$ cat src/rtl/hint_reveal_scheduler_if.sv
// hint_reveal_scheduler_if: game-state inputs and hint outputs shared by the scheduler and its neighbours
interface hint_reveal_scheduler_if;
  logic        game_start;
  logic        new_game;
  logic        word_correct;
  logic        timer_done;
  logic [24:0] word_in;
  logic [4:0]  hint_mask;
  logic [2:0]  hint_count;
  logic        hint_pulse;
  logic        hint_active;
  logic [1:0]  state_o;
  modport master (
    output game_start, new_game, word_correct, timer_done, word_in,
    input  hint_mask, hint_count, hint_pulse, hint_active, state_o
  );
  modport slave (
    input  game_start, new_game, word_correct, timer_done, word_in,
    output hint_mask, hint_count, hint_pulse, hint_active, state_o
  );
endinterface

$ cat src/rtl/hint_reveal_scheduler.sv
// hint_reveal_scheduler: times hint reveals and picks which letter of the latched target word to uncover
module hint_reveal_scheduler #(
  parameter int         CLK_HZ          = 100_000_000,
  parameter int         FIRST_DELAY_S   = 60,
  parameter int         HINT_INTERVAL_S = 25,
  parameter int         MAX_HINTS       = 4,
  parameter logic [7:0] LFSR_SEED       = 8'hA5
) (
  input logic                    clk,
  input logic                    reset,
  hint_reveal_scheduler_if.slave bus
);
  localparam int PW   = (CLK_HZ > 1) ? $clog2(CLK_HZ) : 1;
  localparam int SMAX = (FIRST_DELAY_S > HINT_INTERVAL_S) ? FIRST_DELAY_S : HINT_INTERVAL_S;
  localparam int SW   = $clog2(SMAX + 1);
  typedef enum logic [1:0] {IDLE, WAIT_FIRST, RUN, DONE} state_t;
  state_t        state_q, state_d;
  logic [PW-1:0] presc_q, presc_d;
  logic [SW-1:0] sec_q, sec_d, sec_target;
  logic [7:0]    lfsr_q, lfsr_d;
  logic [24:0]   word_q, word_d;
  logic [4:0]    mask_q, mask_d, elig, pick;
  logic [2:0]    count_q, count_d, start, idx, sel;
  logic          pulse_q, pulse_d, game_start_q, game_start_d;
  logic          sec_tick, hint_due, found, active;
  // elig is indexed by letter number; mask bit 4-i belongs to letter i
  for (genvar i = 0; i < 5; i++) begin : g_elig
    assign elig[i] = (word_q[24-5*i -: 5] != 5'd0) && !mask_q[4-i];
  end
  // scanning from the highest offset down leaves the first eligible letter after start in sel
  always_comb begin
    start = (lfsr_q[2:0] >= 3'd5) ? lfsr_q[2:0] - 3'd5 : lfsr_q[2:0];
    sel   = '0;
    idx   = '0;
    found = 1'b0;
    for (int k = 4; k >= 0; k--) begin
      idx   = 3'((int'(start) + k) % 5);
      sel   = elig[idx] ? idx : sel;
      found = found | elig[idx];
    end
    pick = 5'b10000 >> sel;
  end
  always_comb begin
    active       = (state_q == WAIT_FIRST) || (state_q == RUN);
    sec_tick     = presc_q == PW'(CLK_HZ - 1);
    sec_target   = SW'((state_q == WAIT_FIRST) ? FIRST_DELAY_S : HINT_INTERVAL_S);
    hint_due     = sec_tick && (sec_q + SW'(1) == sec_target);
    state_d      = state_q;
    mask_d       = mask_q;
    count_d      = count_q;
    word_d       = word_q;
    pulse_d      = 1'b0;
    game_start_d = bus.game_start;
    lfsr_d       = {lfsr_q[6:0], lfsr_q[7] ^ lfsr_q[5] ^ lfsr_q[4] ^ lfsr_q[3]};
    if (bus.new_game) begin
      state_d = IDLE;
      mask_d  = '0;
      count_d = '0;
    end else if (state_q == IDLE) begin
      if (bus.game_start && !game_start_q) begin
        state_d = WAIT_FIRST;
        mask_d  = '0;
        count_d = '0;
        word_d  = bus.word_in;
      end
    end else if (active) begin
      if (bus.word_correct || bus.timer_done || count_q == 3'(MAX_HINTS))
        state_d = DONE;
      else if (hint_due) begin
        state_d = found ? RUN : DONE;
        mask_d  = mask_q | (found ? pick : 5'd0);
        count_d = count_q + 3'(found);
        pulse_d = found;
      end
    end
    presc_d = (state_d != state_q || sec_tick) ? '0 : presc_q + PW'(1);
    sec_d   = (!active || state_d != state_q || pulse_d) ? '0 : sec_q + SW'(sec_tick);
  end
  always_ff @(posedge clk or posedge reset) begin
    if (reset) begin
      state_q      <= IDLE;
      presc_q      <= '0;
      sec_q        <= '0;
      lfsr_q       <= LFSR_SEED;
      word_q       <= '0;
      mask_q       <= '0;
      count_q      <= '0;
      pulse_q      <= 1'b0;
      game_start_q <= 1'b0;
    end else begin
      state_q      <= state_d;
      presc_q      <= presc_d;
      sec_q        <= sec_d;
      lfsr_q       <= lfsr_d;
      word_q       <= word_d;
      mask_q       <= mask_d;
      count_q      <= count_d;
      pulse_q      <= pulse_d;
      game_start_q <= game_start_d;
    end
  end
  assign bus.hint_mask   = mask_q;
  assign bus.hint_count  = count_q;
  assign bus.hint_pulse  = pulse_q;
  assign bus.hint_active = state_q == RUN;
  assign bus.state_o     = state_q;
endmodule

$ cat src/flat_wrapper.sv
// flat-port wrapper written by rule: the top's interface ports become plain ports
module hint_reveal_scheduler_flat 
#(
  parameter int         CLK_HZ          = 100_000_000,
  parameter int         FIRST_DELAY_S   = 60,
  parameter int         HINT_INTERVAL_S = 25,
  parameter int         MAX_HINTS       = 4,
  parameter logic [7:0] LFSR_SEED       = 8'hA5
)
  (clk, reset, bus_game_start, bus_new_game, bus_word_correct, bus_timer_done, bus_word_in, bus_hint_mask, bus_hint_count, bus_hint_pulse, bus_hint_active, bus_state_o);
  hint_reveal_scheduler_if bus_i ();
  input logic clk;
  input logic reset;
  input wire logic [$bits(bus_i.game_start)-1:0] bus_game_start;
  input wire logic [$bits(bus_i.new_game)-1:0] bus_new_game;
  input wire logic [$bits(bus_i.word_correct)-1:0] bus_word_correct;
  input wire logic [$bits(bus_i.timer_done)-1:0] bus_timer_done;
  input wire logic [$bits(bus_i.word_in)-1:0] bus_word_in;
  output wire logic [$bits(bus_i.hint_mask)-1:0] bus_hint_mask;
  output wire logic [$bits(bus_i.hint_count)-1:0] bus_hint_count;
  output wire logic [$bits(bus_i.hint_pulse)-1:0] bus_hint_pulse;
  output wire logic [$bits(bus_i.hint_active)-1:0] bus_hint_active;
  output wire logic [$bits(bus_i.state_o)-1:0] bus_state_o;
  assign bus_i.game_start = bus_game_start;
  assign bus_i.new_game = bus_new_game;
  assign bus_i.word_correct = bus_word_correct;
  assign bus_i.timer_done = bus_timer_done;
  assign bus_i.word_in = bus_word_in;
  assign bus_hint_mask = bus_i.hint_mask;
  assign bus_hint_count = bus_i.hint_count;
  assign bus_hint_pulse = bus_i.hint_pulse;
  assign bus_hint_active = bus_i.hint_active;
  assign bus_state_o = bus_i.state_o;
  hint_reveal_scheduler #(.CLK_HZ(CLK_HZ), .FIRST_DELAY_S(FIRST_DELAY_S), .HINT_INTERVAL_S(HINT_INTERVAL_S), .MAX_HINTS(MAX_HINTS), .LFSR_SEED(LFSR_SEED)) u_core (.clk(clk), .reset(reset), .bus(bus_i));
endmodule
$ cat config.mk
export PLATFORM = sky130hd
export DESIGN_NAME = hint_reveal_scheduler_flat
export DESIGN_NICKNAME = d
export VERILOG_FILES = /design/src/rtl/hint_reveal_scheduler_if.sv /design/src/rtl/hint_reveal_scheduler.sv /design/src/flat_wrapper.sv
export SDC_FILE = /design/constraint.sdc
export NUM_CORES = 1
export LEC_CHECK = 0
export BUFFER_PORTS_ARGS = -buffer_cell sky130_fd_sc_hd__buf_4
export CORE_UTILIZATION = 30
export CTS_CLUSTER_SIZE = 20
export DETAILED_ROUTE_END_ITERATION = 8
export HOLD_SLACK_MARGIN = 0.06
export PLACE_DENSITY = 0.53
export SLEW_MARGIN = 20
export SYNTH_ARGS = -nofsm -noshare
export SYNTH_HDL_FRONTEND = slang
export SYNTH_SLANG_ARGS = --single-unit
$ cat constraint.sdc
create_clock -name clk -period 6.75 [get_ports clk]
set_clock_uncertainty 0.05 [all_clocks]
set_input_delay 0.675 -clock clk [delete_from_list [all_inputs] [get_ports clk]]
set_output_delay 0.675 -clock clk [all_outputs]
set_load 0.01 [all_outputs]
==> metrics, run 1 <==
outcome completed; final cycle utilization of the critical path 94.2%; arrival time of the worst setup path 6500 ps; routed length per placed instance 16.6 um; minimum setup slack among reg-to-reg paths 390 ps; max-cap check violation count 0; peak per-stage delay on the critical path 760 ps; count of flip-flops with a built-in enable after synthesis 0; Max Clock Freq 157 MHz; chip width 140 um; critical path class flop to flop; CTS tree built; Die Ht 140 um; cell count of the worst reg-to-reg path 21; DRT Pass-1 Iters 5; ports placed on the boundary 43; number of clock sinks 78; placed wire-length estimate after detailed placement 11.3 mm; count of final hold-check violations 0; clock latency reported for the late side of the worst-skew pair 340 ps; overflow left after global routing 0; class of the worst hold path flop to flop; CTS Root Cell clkbuf_16; Critical R2R Capture u_core.sec_q[4]; sort of element at the end of the critical path flop; standard-cell row count 50; switching portion of total power 31.4%; final estimated routing congestion in global placement 0.872; Worst Hold Endpoint u_core.lfsr_q[7]; vias per std cell 5.49; cell breakdown of the critical path inv_2 -> ha_1 -> and2_1 -> nor2_2 -> ha_1 -> nor2b_1 -> a221oi_4 -> ha_1 -> nor2_1 -> a211oi_1 -> nor2_1 -> ha_1 -> nor3_1 -> a21oi_1 -> o2bb2ai_2 -> mux2_4 -> a211oi_2 -> nand4_2 -> or4_4 -> a211oi_4 -> nor3_1; largest net degree at the start of global routing 79; final number of max-transition violations 0; internal power contribution 0.00107 W; starting density of the core 30.7%; share of the synthesized area in the top cell type 32.2%; worst-case clock buffer depth 2; Clock H-tree levels 3; launch instance of the worst register-to-register path u_core.lfsr_q[0]; Synth area leaders dfrtp_1 (32%), ha_1 (6.3%), mux2_2 (5.1%); Area Overhead vs Synth 15.8%; count of cells along the worst hold path 0; Total Nets Final 725; Leakage 2.88 nW; required time reported for the critical path endpoint 6890 ps; Worst Hold Launch u_core.lfsr_q[6]; clock-pin slew of the registers on the worst-case setup and hold paths 60 ps; cell with the most instances on the worst path ha_1; initial DRC count 295; post-route DRC violation count 0; Final setup violation count 0; Synth cell types 81; setup TNS 0 ps; cell accounting for the most synthesized area dfrtp_1; share of final-layout standard cells stronger than drive strength 1 19.7%; crit path max-delay cell type dfstp_2; final WL 15.0 mm; mapped cell area 5740 um2; port bufs 42; Synthesized Nets 686; synthesis-stage register bit count 78; vias in the first global route 5012; areal power density over the cells 234 nW/um2; max-slew headroom at the worst pin 41.3%; number of antenna violations at the first check in global routing 0; async set-reset flop share out of synthesis 100%; antenna diode count 0; number of buffers created by CTS 9; sequential share of power 39.7%; unrepaired setup endpoints after global routing false; GR Util All Layers 16.0%; Post CTS Setup Buffer Count 0; portion of total power attributed to combinational logic 26.2%; area enclosed by the die boundary 19700 um2; Psw 0.000490 W; mean instance size in the synthesized netlist 9.18 um2; final critical-path required period 6360 ps; transition time of the tightest slew-check pin 876 ps; share of power burned in the clock network 34.1%; Post-synth top flop dfrtp_1; peak fanout along the critical path 19; portion of the post-synthesis area used by sequential elements 34.1%; worst vdd rail ir drop 0.136 mV; Worst Setup Start Kind flop; total power of the final layout 0.00156 W; placeable core region 18700 um2; wire length of the first global-routing pass 25.2 mm; Yosys warning count 0; via count 4962; remaining antenna violation count 0; Post-Synthesis Cells 626
## worst max path at each step
stage	startpoint	slack (ps)	cells after the start	to
floorplan	u_core.lfsr_q[0]	1180	21	u_core.sec_q[0]
global placement	u_core.lfsr_q[0]	590	20	u_core.sec_q[4]
detailed placement	u_core.lfsr_q[0]	370	20	u_core.sec_q[5]
CTS	u_core.lfsr_q[0]	360	20	u_core.sec_q[4]
global route	u_core.lfsr_q[0]	40	20	u_core.sec_q[2]
finish	u_core.lfsr_q[0]	390	21	u_core.sec_q[4]
## critical path: cells and delay by family, from the launching register on
family / cells / cell delay (ps)
AO/OA/AOI/OAI: 6 / 2030
adder cells (fa/ha/maj): 4 / 1190
buffers and inverters: 1 / 140
flip-flops: 1 / 760
multiplexers: 1 / 340
AND/OR/NAND/NOR: 9 / 1680
## timing repair
item | 4_1_cts | 5_1_grt
setup endpoints to repair | 0 | 6
endpoints found under the hold margin | 0 | 0
resized for setup | 0 | 1
hold buffers | 0 | 0
## kinds of logic (layout without fill, tap and decap cells)
| logic type | count (synthesis) | in the layout | synth area share (%) |
|---|---|---|---|
| DFF | 78 | 78 | 34.1 |
| and+or+nand+nor | 236 | 236 | 21.2 |
| AOI/OAI and AO/OA | 153 | 153 | 20.6 |
| muxes | 40 | 40 | 8.06 |
| buffers and inverters | 51 | 95 | 3.64 |
| xor gates and xnor gates | 39 | 39 | 6.08 |
| adders and majority gates | 29 | 29 | 6.32 |
## layout by cell type (no fill, tap or decap), drive strengths merged, types with 11 or more instances in the layout
master / instances
dfrtp: 74
nor2: 67
buf: 51
nand2: 38
ha: 29
inv: 29
mux2: 27
o21ai: 26
nand3: 23
xnor2: 23
a21oi: 20
nor3: 18
xor2: 16
clkbuf: 12
or3: 11
mux2i: 11
and3: 11
## layout make-up
type | count | area [um2]
Inverter | 28 | 106
Tap cell | 234 | 293
Timing Repair Buffer | 51 | 387
Fill cell | 1891 | 12100
Clock inverter | 4 | 77.6
Sequential cell | 78 | 1960
Multi-Input combinational cell | 497 | 3590
Clock buffer | 12 | 246
## state kept, by name, summed over array words and instances (netlist names)
name and flops:
u_core.lfsr_q 8, u_core.bus.state_o 2, u_core.game_start_q 1, u_core.word_q 25, u_core.presc_q 27, u_core.bus.hint_pulse 1, u_core.bus.hint_count 3, u_core.bus.hint_mask 5
u_core.sec_q 6
## synthesized netlist by cell type (15+ instances only)
| cell | count |
|---|---|
| dfrtp_1 | 74 |
| nand2_1 | 38 |
| mux2_2 | 26 |
| o21ai_0 | 22 |
| nor3_1 | 18 |
| xnor2_1 | 22 |
| nor2_1 | 66 |
| inv_1 | 26 |
| xor2_1 | 16 |
| ha_1 | 29 |
| nand3_1 | 23 |
| clkbuf_1 | 15 |
| a21oi_1 | 20 |
## metal layers
| layer | vias to the layer above | wire [um] | GRT usage [%] |
|---|---|---|---|
| met2 | 101 | 7720 | 28.1 |
| met4 | 0 | 254 | 5.78 |
| met1 | 2460 | 6650 | 20.0 |
| met3 | 21 | 407 | 2.05 |
| met5 | - | 0 | 0 |
| li1 | 2380 | - | - |
## through the flow
step | hold WS [ps] | util, % | std cells | setup WS (ps) | instance area, um2
final | 301 | 35.6 | 904 | 392 | 6650
after global routing | 306 | 35.6 | 904 | 40.5 | 6650
after global placement | 287 | 33.8 | 888 | 585 | 6320
after CTS | 304 | 35.5 | 904 | 359 | 6650
after detailed placement | 290 | 33.8 | 888 | 366 | 6320
after floorplan | 283 | - | 626 | 1180 | 5740
## power by group through the flow
| stage | clock network, W | logic (W) | registers, W |
|---|---|---|---|
| after global routing | 0.000560 | 0.000453 | 0.000633 |
| after global placement | 0 | 0.000405 | 0.000625 |
| after CTS | 0.000548 | 0.000416 | 0.000621 |
| after floorplan | 0 | 0.000300 | 0.000608 |
| final | 0.000531 | 0.000409 | 0.000619 |
| after detailed placement | 0 | 0.000414 | 0.000628 |
(Power assumes the default switching activity.)
==> inputs of run 2 (changes only) <==
Settings changed: MAX_ROUTING_LAYER from default to met4, REMOVE_ABC_BUFFERS from default to 1.
==> metrics, run 2 (synthesis gave the netlist of run 1 again) <==
clock latency reported for the late side of the worst-skew pair 350 ps (about the same); worst-case clock buffer depth 2 (unchanged); share of final-layout standard cells stronger than drive strength 1 20.0% (+0.33 points); starting density of the core 30.7% (unchanged); number of buffers created by CTS 9 (unchanged); vias per std cell 5.45 (-0.70%); final WL 14.8 mm (-1.5%); critical path class flop to flop; top library cells by usage in the layout, fill and taps aside dfrtp_1 (74), nor2_1 (66), buf_4 (50); area enclosed by the die boundary 19700 um2 (unchanged); ports placed on the boundary 43 (unchanged); remaining antenna violation count 0 (unchanged); CTS tree built; initial DRC count 311 (+5.4%); outcome completed; leading cell type in the layout, fill and taps excluded dfrtp_1; Leakage 2.85 nW (-0.96%); worst vdd rail ir drop 0.137 mV (+0.82%); placeable core region 18700 um2 (unchanged); GR Util All Layers 16.4% (+0.43 points); max-cap check violation count 0 (unchanged); unrepaired setup endpoints after global routing false; register with the most flip-flops u_core.presc_q; largest net degree at the start of global routing 58 (-27%); wire length of the first global-routing pass 25.0 mm (-0.52%); highest metal used met4; DRT Pass-1 Iters 4 (-1); required time reported for the critical path endpoint 6910 ps (+20 ps); final instance count without filler cells 903 (-0.11%); class of the worst hold path primary input to async pin; Post CTS Setup Buffer Count 0 (unchanged); peak fanout along the critical path 19 (unchanged); Die Ht 140 um (unchanged); setup TNS 0 ps (unchanged); number of flip-flops under the largest register name 27 (unchanged); chip width 140 um (unchanged); Gates resized, CTS repair 0 (unchanged); routed length per placed instance 16.4 um (-1.4%); post-route DRC violation count 0 (unchanged); placed wire-length estimate after detailed placement 11.1 mm (-2.2%); number of antenna violations at the first check in global routing 0 (unchanged); areal power density over the cells 227 nW/um2 (-3.0%); Area Overhead vs Synth 15.1%; via count 4922 (-0.81%); Max Clock Freq 162 MHz (+3.1%); WL met3 441 um (+8.4%); hold-fix buffers at CTS 0 (unchanged); port bufs 42 (unchanged); final number of max-transition violations 0 (unchanged); final critical-path required period 6170 ps (-191 ps); vias in the first global route 5003 (-0.18%); transition time of the tightest slew-check pin 975 ps (+99.0 ps); arrival time of the worst setup path 6330 ps (-170 ps); Clock H-tree levels 3 (unchanged); DR WL met2 7.11 mm (-7.9%); final estimated routing congestion in global placement 0.882 (+1.1%); standard-cell row count 50 (unchanged); placed insts 887 (-0.11%); number of clock sinks 78 (unchanged); total of fill cells in the finished design 1861 (-1.6%); max-slew headroom at the worst pin 34.6% (-6.6 points); Worst Setup Start Kind flop; Final setup violation count 0 (unchanged); overflow left after global routing 0 (unchanged); Total Nets Final 724 (-0.14%); sort of element at the end of the critical path flop; top flop regs u_core.presc_q (27), u_core.word_q (25), u_core.lfsr_q (8); antenna diode count 0 (unchanged); met1 layer wirelength in the final routing 6.82 mm (+2.6%); count of final hold-check violations 0 (unchanged); clock-pin slew of the registers on the worst-case setup and hold paths 60 ps (about the same); CTS Root Cell clkbuf_16; final cycle utilization of the critical path 91.4% (-2.8 points)
[run 2: cell count changes in the layout (fill, tap and decap cells not counted)]
cell	change
buf_6	-1
clkbuf_8	-1
inv_8	+1
inv_6	+2
clkbuf_1	-2
clkinvlp_4	+2
a211oi_1	-1
a211oi_2	+1
bufinv_16	-2
[run 2: final cells by class]
class | count | area (um2) | area share, %
multi-input cells | 497 | 3590 | 54.3
flip-flops and latches | 78 | 1960 | 29.6
repair buffers | 50 | 375 | 5.68
well taps | 234 | 293 | 4.43
clock buffers | 9 | 225 | 3.41
inverters | 28 | 106 | 1.61
clock inverters | 7 | 61.3 | 0.928
[run 2: where the power goes]
group | internal (W) | switching (W) | total, W
sequential | 0.000559 | 0.0000565 | 0.000616
combinational | 0.000173 | 0.000237 | 0.000409
clock | 0.000257 | 0.000220 | 0.000477
total | 0.000989 | 0.000513 | 0.00150
[run 2: critical path, cell delays in order (launching register included)]
cell and delay, ps:
dfstp_2 750, inv_2 130, ha_1 400, and2_1 230, nor2_2 110, buf_4 210, inv_1 70, ha_1 190
inv_1 90, ha_1 280, or2_2 330, a31oi_1 180, o31ai_1 150, or2_2 320, inv_1 90, ha_1 210
nor2b_1 240, o21a_1 290, o311ai_0 210, o21ai_1 240, nand4_2 220, or4_4 580, a211oi_4 340, nor3_1 100
[run 2: worst paths after layout]
path	startpoint	to	slack, ps	depth (start not counted)
max	u_core.lfsr_q[0]	u_core.sec_q[4]	580	23
min reg2reg	u_core.lfsr_q[6]	u_core.lfsr_q[7]	310	0
max in group asynchronous	reset	u_core.presc_q[8]	5340	3
min in group clk	u_core.lfsr_q[6]	u_core.lfsr_q[7]	310	0
min	reset	u_core.word_q[24]	250	2
max reg2reg	u_core.lfsr_q[0]	u_core.sec_q[4]	580	23
[run 2: per-stage QoR]
step           hold WS [ps]  cell area [um2]  utilization [%]  setup WS, ps  power (W)
2_1_floorplan           283             5640                -           763   0.000901
3_3_place_gp            293             6310             33.8           659    0.00101
3_5_place_dp            293             6310             33.8           460    0.00104
4_1_cts                 247             6600             35.3           419    0.00152
5_1_grt                 279             6610             35.3          8.25    0.00159
6_report                246             6610             35.3           583    0.00150
[run 2: metal layers]
layer,up-vias,GRT usage [%]
met2,100,26.4
li1,2377,-
met4,0,7.00
met5,-,-
met1,2419,20.5
met3,26,2.50
==> inputs of run 3 (changes only) <==
Clock period 6.75 ns to 7.8 ns, I/O delays scaled along.
==> metrics, run 3 (synthesis gave the netlist of run 1 again) <==
number of buffers created by CTS 9 (unchanged); CTS Root Cell clkbuf_16; Worst Hold Launch u_core.lfsr_q[6]; count of cells along the worst hold path 0; Final setup violation count 0 (unchanged); overflow left after global routing 0 (unchanged); peak fanout along the critical path 19 (unchanged); final estimated routing congestion in global placement 0.896 (+1.5%); count of final hold-check violations 0 (unchanged); largest net degree at the start of global routing 79 (+36%); final cycle utilization of the critical path 84.9% (-6.5 points); register with the most flip-flops u_core.presc_q; GR Util All Layers 16.3% (-0.15 points); number of clock sinks 78 (unchanged); Final Cell Area 6590 um2 (-0.25%); max-slew headroom at the worst pin 34.9% (+0.25 points); Clock H-tree levels 3 (unchanged); CTS tree built; number of flip-flops under the largest register name 27 (unchanged); clock latency reported for the late side of the worst-skew pair 350 ps (about the same); launch instance of the worst register-to-register path u_core.lfsr_q[0]; number of antenna violations at the first check in global routing 0 (unchanged); Area Overhead vs Synth 14.8%; unrepaired setup endpoints after global routing false; minimum setup slack among reg-to-reg paths 1180 ps (+590 ps); worst vdd rail ir drop 0.116 mV (-16%); utilization after layout 35.2% (-0.087 points); leading cell type in the layout, fill and taps excluded dfrtp_1; wire length of the first global-routing pass 24.9 mm (-0.69%); Worst Hold Endpoint u_core.lfsr_q[7]; arrival time of the worst setup path 6800 ps (+470 ps); Gates resized, CTS repair 0 (unchanged); final WL 14.8 mm (about the same); sort of element at the end of the critical path flop; Leakage 2.84 nW (-0.14%); area enclosed by the die boundary 19700 um2 (unchanged); remaining antenna violation count 0 (unchanged); Worst Setup Start Kind flop; vias in the first global route 4900 (-2.1%); starting density of the core 30.7% (unchanged); clock-pin slew of the registers on the worst-case setup and hold paths 70 ps (about the same); outcome completed; class of the worst hold path flop to flop; antenna diode count 0 (unchanged); top library cells by usage in the layout, fill and taps aside dfrtp_1 (74), nor2_1 (66), buf_4 (45); post-route DRC violation count 0 (unchanged); total placed instance area 6280 um2 (-0.48%); transition time of the tightest slew-check pin 971 ps (-3.80 ps); final number of max-transition violations 0 (unchanged); required time reported for the critical path endpoint 7980 ps (+1070 ps); port bufs 42 (unchanged); placeable core region 18700 um2 (unchanged); via count 4912 (-0.20%); Max Clock Freq 151 MHz (-6.9%); Critical R2R Capture u_core.sec_q[0]; vias per std cell 5.46 (+0.24%); Die Ht 140 um (unchanged); setup TNS 0 ps (unchanged); routed length per placed instance 16.5 um (+0.53%); hold-fix buffers at CTS 0 (unchanged); worst-case clock buffer depth 2 (unchanged); final critical-path required period 6620 ps (+456 ps); initial DRC count 353 (+14%); top flop regs u_core.presc_q (27), u_core.word_q (25), u_core.lfsr_q (8); placed wire-length estimate after detailed placement 11.2 mm (+0.92%); critical path class flop to flop; max-cap check violation count 0 (unchanged); Total Nets Final 720 (-0.55%); areal power density over the cells 201 nW/um2 (-12%); chip width 140 um (unchanged); share of final-layout standard cells stronger than drive strength 1 19.2% (-0.78 points); ports placed on the boundary 43 (unchanged); standard-cell row count 50 (unchanged); Post CTS Setup Buffer Count 0 (unchanged); cell count of the worst reg-to-reg path 22 (-4.3%); DRT Pass-1 Iters 4 (unchanged)
==> run 3: cell count changes in the layout (fill, tap and decap cells not counted), sizes merged <==
| cell | before | now |
|---|---|---|
| bufinv | 0 | 1 |
| clkinv | 1 | 3 |
| inv | 32 | 31 |
| buf | 50 | 46 |
| clkinvlp | 2 | 0 |
==> run 3: routing by layer <==
metal | part of all wire [%] | track usage [%] | wire, um
met5 | 0 | - | 0
met4 | 2.9 | 6.82 | 429
met3 | 2.9 | 3.15 | 427
met2 | 47 | 25.1 | 6930
met1 | 47 | 20.8 | 7030
==> run 3: power by group <==
group / total, W / internal (W) / switching (W)
Sequential: 0.000532 / 0.000484 / 0.0000481
Clock: 0.000439 / 0.000252 / 0.000186
Combinational: 0.000351 / 0.000149 / 0.000202
==> run 3: through the flow <==
stage          power, W  setup slack (ps)  hold slack, ps  instances
2_1_floorplan  0.000780              1810             283        603
5_1_grt         0.00140               655             317        899
3_3_place_gp   0.000881              1470             290        883
4_1_cts         0.00134              1200             313        899
6_report        0.00132              1180             308        899
3_5_place_dp   0.000894              1250             298        883
==> run 3: worst max-delay path by stage <==
stage / to / start / cells past startpoint / slack, ps
3_5_place_dp: u_core.sec_q[0] / u_core.lfsr_q[0] / 22 / 1250
5_1_grt: u_core.sec_q[0] / u_core.lfsr_q[0] / 21 / 660
2_1_floorplan: u_core.sec_q[4] / u_core.lfsr_q[1] / 22 / 1810
6_report: u_core.sec_q[0] / u_core.lfsr_q[0] / 22 / 1180
4_1_cts: u_core.sec_q[0] / u_core.lfsr_q[0] / 22 / 1200
3_3_place_gp: u_core.sec_q[4] / u_core.lfsr_q[0] / 21 / 1470
==> run 3: cell type report <==
type | count | area [um2]
Clock buffer | 9 | 225
Clock inverter | 7 | 78.8
Fill cell | 1859 | 12100
Inverter | 28 | 106
Multi-Input combinational cell | 497 | 3580
Sequential cell | 78 | 1960
Tap cell | 234 | 293
Timing Repair Buffer | 46 | 349
==> run 3: critical path, cell delays in order, from the launching register on <==
cell	delay, ps
dfstp_2	760
inv_2	140
ha_1	400
and2_1	230
nor2_2	450
inv_1	300
ha_1	280
inv_1	80
ha_1	270
or2_2	340
a31oi_1	170
o31ai_1	120
or2_2	320
inv_1	80
ha_1	210
nor2b_1	220
o21a_1	290
o311ai_0	230
o21ai_1	250
nand4_2	230
or4_4	580
a211oi_4	350
nor3_1	110
